--- src/rtl/proc_datapath.sv ---
// proc_datapath
//   Register-file datapath driven by the control FSM's strobes. Holds the
//   instruction register IR, general registers R0..R7, the ALU operand
//   register A, the ALU result register G and the Z/N/C flags. It also drives
//   the shared bus. IR is fed back to the control FSM as its instruction input.
//
// Ports
//   clock     in   1       rising-edge clock
//   Rest      in   1       asynchronous active-low reset, clears all state
//   DIN       in   DATA_W  instruction word from memory
//   IRin      in   1       IR <= DIN
//   Rin       in   8       Rin[7-k] writes bus into Rk (Rin[7]=R0 ... Rin[0]=R7)
//   sel       in   4       bus source: 0..7 Rk, 8 G, 9 imm, 10 mvt, else 0
//   Ain       in   1       A <= bus
//   Gin       in   1       G <= A +/- bus, flags updated
//   addsub    in   1       0: add, 1: subtract (only meaningful with Gin=1)
//   IR        out  DATA_W  instruction register
//   BusWires  out  DATA_W  current bus value (combinational from sel)
//   G         out  DATA_W  ALU result register
//   flag_z    out  1       result was zero at the last Gin
//   flag_n    out  1       result MSB at the last Gin
//   flag_c    out  1       carry out (add) / no-borrow (sub)
module proc_datapath #(
  parameter int DATA_W = 16,
  parameter int IMM_W  = 9
) (
  input  logic              clock,
  input  logic              Rest,
  input  logic [DATA_W-1:0] DIN,
  input  logic              IRin,
  input  logic [7:0]        Rin,
  input  logic [3:0]        sel,
  input  logic              Ain,
  input  logic              Gin,
  input  logic              addsub,
  output logic [DATA_W-1:0] IR,
  output logic [DATA_W-1:0] BusWires,
  output logic [DATA_W-1:0] G,
  output logic              flag_z,
  output logic              flag_n,
  output logic              flag_c
);

  localparam int HALF_W = DATA_W / 2;

  logic [DATA_W-1:0] r [8];
  logic [DATA_W-1:0] a_reg;
  logic [DATA_W:0]   alu_sum;

  // Subtraction is done as A + ~bus + 1 so the top bit of the widened sum is
  // the carry for add and the no-borrow indication for subtract.
  function automatic logic [DATA_W:0] alu_calc(input logic [DATA_W-1:0] a,
                                               input logic [DATA_W-1:0] b,
                                               input logic              sub);
    logic [DATA_W-1:0] b_op;
    b_op = sub ? ~b : b;
    return {1'b0, a} + {1'b0, b_op} + {{DATA_W{1'b0}}, sub};
  endfunction

  // Bus source mux; unknown selects fall into the default and drive zero.
  always_comb begin
    BusWires = '0;
    case (sel)
      4'd0, 4'd1, 4'd2, 4'd3,
      4'd4, 4'd5, 4'd6, 4'd7: BusWires = r[sel[2:0]];
      4'd8:                   BusWires = G;
      4'd9:                   BusWires = {{(DATA_W-IMM_W){1'b0}}, IR[IMM_W-1:0]};
      4'd10:                  BusWires = {IR[HALF_W-1:0], {HALF_W{1'b0}}};
      default:                BusWires = '0;
    endcase
  end

  assign alu_sum = alu_calc(a_reg, BusWires, addsub);

  // Register stage: all loads sample the pre-edge bus, so self-reloads,
  // A/G overlap and IR/imm overlap all see old values.
  always_ff @(posedge clock or negedge Rest) begin
    if (!Rest) begin
      IR     <= '0;
      a_reg  <= '0;
      G      <= '0;
      flag_z <= 1'b0;
      flag_n <= 1'b0;
      flag_c <= 1'b0;
      for (int k = 0; k < 8; k++) r[k] <= '0;
    end else begin
      if (IRin) IR <= DIN;
      for (int k = 0; k < 8; k++) begin
        if (Rin[7-k]) r[k] <= BusWires;
      end
      if (Ain) a_reg <= BusWires;
      if (Gin) begin
        G      <= alu_sum[DATA_W-1:0];
        flag_c <= alu_sum[DATA_W];
        flag_z <= (alu_sum[DATA_W-1:0] == '0);
        flag_n <= alu_sum[DATA_W-1];
      end
    end
  end

endmodule
--- config.mk ---
export PLATFORM = sky130hd
export DESIGN_NAME = proc_datapath
export DESIGN_NICKNAME = d
export VERILOG_FILES = /design/src/rtl/proc_datapath.sv
export SDC_FILE = /design/constraint.sdc
export NUM_CORES = 1
export LEC_CHECK = 0
export CAP_MARGIN = 0
export CORE_MARGIN = 8
export CORE_UTILIZATION = 53
export CTS_CLUSTER_DIAMETER = 40
export CTS_CLUSTER_SIZE = 40
export DETAILED_ROUTE_END_ITERATION = 6
export PLACE_DENSITY = 0.86
export SYNTH_ARGS = -nofsm -noshare
export SYNTH_HDL_FRONTEND = slang
export SYNTH_SLANG_ARGS = --single-unit
--- constraint.sdc ---
create_clock -name clock -period 4.33 [get_ports clock]
set_input_delay 0.433 -clock clock [delete_from_list [all_inputs] [get_ports clock]]
set_output_delay 0.433 -clock clock [all_outputs]
set_load 0.02 [all_outputs]
==> metrics.csv <==
metric;value;unit
crit-path max FO;2;
die span in y;143;um
area grow syn2layout;22.7;%
worst slew pin tran;1.16;ns
Max-Cap Viols;0;
outcome;complete, no violations;
Yosys cell types;52;
sequential cell area fraction in the yosys report;52.2;%
DRC;0;
RePlAce Congestion;0.974;
post-synthesis net count;874;
Final ANT Viol Nets;0;
placed insts;1125;
Synth Cell Area;8530;um^2
worst hold path type;primary input to async pin;
final worst setup slack;0.352;ns
Setup Skew;0.0105;ns
post-synth top area cell;dfrtp_1;
TritonRoute pass-1 iters;6;
RSZ-0062 raised after global routing;no;
CTS tree;done;
# nets final;979;
Warnings, synthesis;0;
number of synthesized flops with an enable pin;0;
Initial Utilization;53.9;%
Buffers on Ports;84;
I/O pins;85;
Synth async-reset ratio;100;%
Biggest register;r;
vias in the first global route;6896;
fillers;1130;
setup slack at placement;-0.112;ns
DR vias/cell;5.91;
main flop type after synthesis;dfrtp_1;
root buf cell;clkbuf_16;
fin crit share;91.9;%
final max-slew violation count;0;
CP required;4.69;ns
Sum Neg Setup Slack;0;ns
synth top area cells;dfrtp_1 (52%), a21oi_1 (9.0%), mux4_2 (8.2%);
storage element area;4450;um^2
gate count of the mapped netlist;824;
Clock Pin Slew Worst Setup and Hold Paths;0.07;ns
total wire length;22.0;mm
Fin Hold WS;0.0802;ns
Max Clk Rate;251;MHz
first-pass GRT wire length;35.7;mm
Antenna diodes;0;
die width;143;um
clock sink count;178;
Clock Path Buffers;2;
share of post-route cells with drive strength above 1;18.0;%
minimum clock period;3.98;ns
H-tree Lvls;4;
Multi-input gate area;3750;um^2
PwrDens;503;nW/um^2
Routed WL per cell;19.1;um
VDD IR max;0.373;mV
max FFs per register;128;
CTS Buf Count;17;
Yosys top cell area share;52.2;%
std cell rows;46;
clk_lat worst skew;0.43;ns
hold_buf cts;0;
vias;6837;
gr usage total;22.6;%
Post-DP HPWL;15.3;mm
Slew HR;22.2;%
worst path arrival time;4.34;ns
final non-filler cell total;1156;
largest net degree at the start of global routing;92;
Core Box Area;15800;um^2
endpoint type of the worst setup path;register;
global route overflow;0;
DIE AREA;20400;um^2
startpoint type of the worst setup path;register;
initial antenna violation count;0;
Leakage;0.00461;uW
final setup fails;0;
Detailed Route Iter0 Violations;778;
Avg Cell Area, Syn;10.3;um^2
final hold vios;0;
synthesis-stage register bit count;178;
CP Class;register to register;
placed cells by master, fill, tap and decap left out, types with 4 or more instances in the layout:
cell             instances
mux2_2                  29
nor2_1                 146
a21o_1                   6
xnor2_1                 20
a211oi_1                 5
inv_1                   25
mux2i_1                  4
dfrtp_1                178
o21ai_0                 13
ha_1                    15
clkdlybuf4s50_1         80
nand2b_1                 4
mux4_2                  31
buf_4                   66
o21a_1                   4
nor3_1                   6
nand2_1                 56
clkbuf_16               17
nand3_1                  7
a21oi_1                153
a222oi_1                15
cell families after synthesis:
logic type	synth area share, %
simple gates	11.0
fa+ha+maj	2.44
xor+xnor	2.36
mux	12.5
compound gates	15.2
buf+inv	4.30
flops	52.2
power by group:
part           leakage [uW]  internal, uW  switching (uW)
sequential          0.00212          1950             224
clock              0.000255           773             622
combinational       0.00224           801             894
repair_timing:
| action | 4_1_cts | 5_1_grt |
|---|---|---|
| setup buffers | 0 | 1 |
| gates resized for setup | 0 | 9 |
| endpoints found under the hold margin | 0 | 0 |
| endpoints found under the setup margin | 0 | 2 |
cell usage after synthesis (2+ instances only):
library cell / count
dfrtp_1: 178
a21oi_1: 154
nor2_1: 146
clkbuf_1: 58
nand2_1: 56
mux4_2: 31
mux2_2: 29
inv_1: 25
xnor2_1: 20
a222oi_1: 15
ha_1: 15
o21ai_0: 13
nand3_1: 7
a21o_1: 6
nor3_1: 6
a211oi_1: 5
mux2i_1: 4
nand2b_1: 4
o21a_1: 4
nand4_1: 3
xor2_1: 3
a2111o_1: 2
a2111oi_0: 2
and3_1: 2
buf_1: 2
buf_6: 2
clkinv_1: 2
nor2b_1: 2
nor4_1: 2
nor4b_1: 2
o31ai_1: 2
or3_1: 2
path summary, 6_finish.rpt:
check | depth (start not counted) | slack [ns] | endpoint | startpoint
worst max register to register | 16 | 0.35 | flag_z | r[2]
worst min-delay path | 1 | 0.08 | a_reg[0] | Rest
worst max-delay path | 16 | 0.35 | flag_z | r[2]
worst min register to register | 1 | 0.51 | IR[14] | IR[14]
min in group clock | 1 | 0.51 | IR[14] | IR[14]
max in group asynchronous | 2 | 3.30 | r[102] | Rest
final cells by class:
type                       instances  area share (%)
clock inverter                     8           0.526
sequential                       178            42.6
multi-input combinational        554            35.9
inverter                          27           0.969
timing repair buffer             151            12.9
clock buffer                      22            4.53
tap                              216            2.58
worst max-delay path: stages, from the launching register on:
cell and delay [ns]:
dfrtp_1 0.38, mux4_2 0.46, nand2_1 0.09, nand2_1 0.05, a222oi_1 0.44, xnor2_1 0.18, ha_1 0.26, buf_4 0.14
nor2b_1 0.14, o31a_1 0.26, o21a_1 0.18, or3_1 0.32, a211oi_1 0.36, nand4_1 0.18, nor4_2 0.23, o2111ai_1 0.14
o21ai_1 0.09
per-stage QoR:
step | utilization [%] | power (uW) | instance area [um^2]
final | 66.1 | 5270 | 10500
after global routing | 66.1 | 5530 | 10500
after CTS | 65.8 | 5250 | 10400
after detailed placement | 62.4 | 3850 | 9880
after global placement | 62.4 | 3790 | 9880
after floorplan | - | 3150 | 8530
routing by layer:
metal	vias up	global-route usage (%)	wire length, um	share of wire (%)
met5	-	0	0	0
met4	0	8.39	498	2.3
met3	32	5.38	1830	8.3
met2	294	36.5	10700	49
met1	3405	29.1	8950	41
li1	3106	-	-	-
Power figures use the tool's default switching activity.
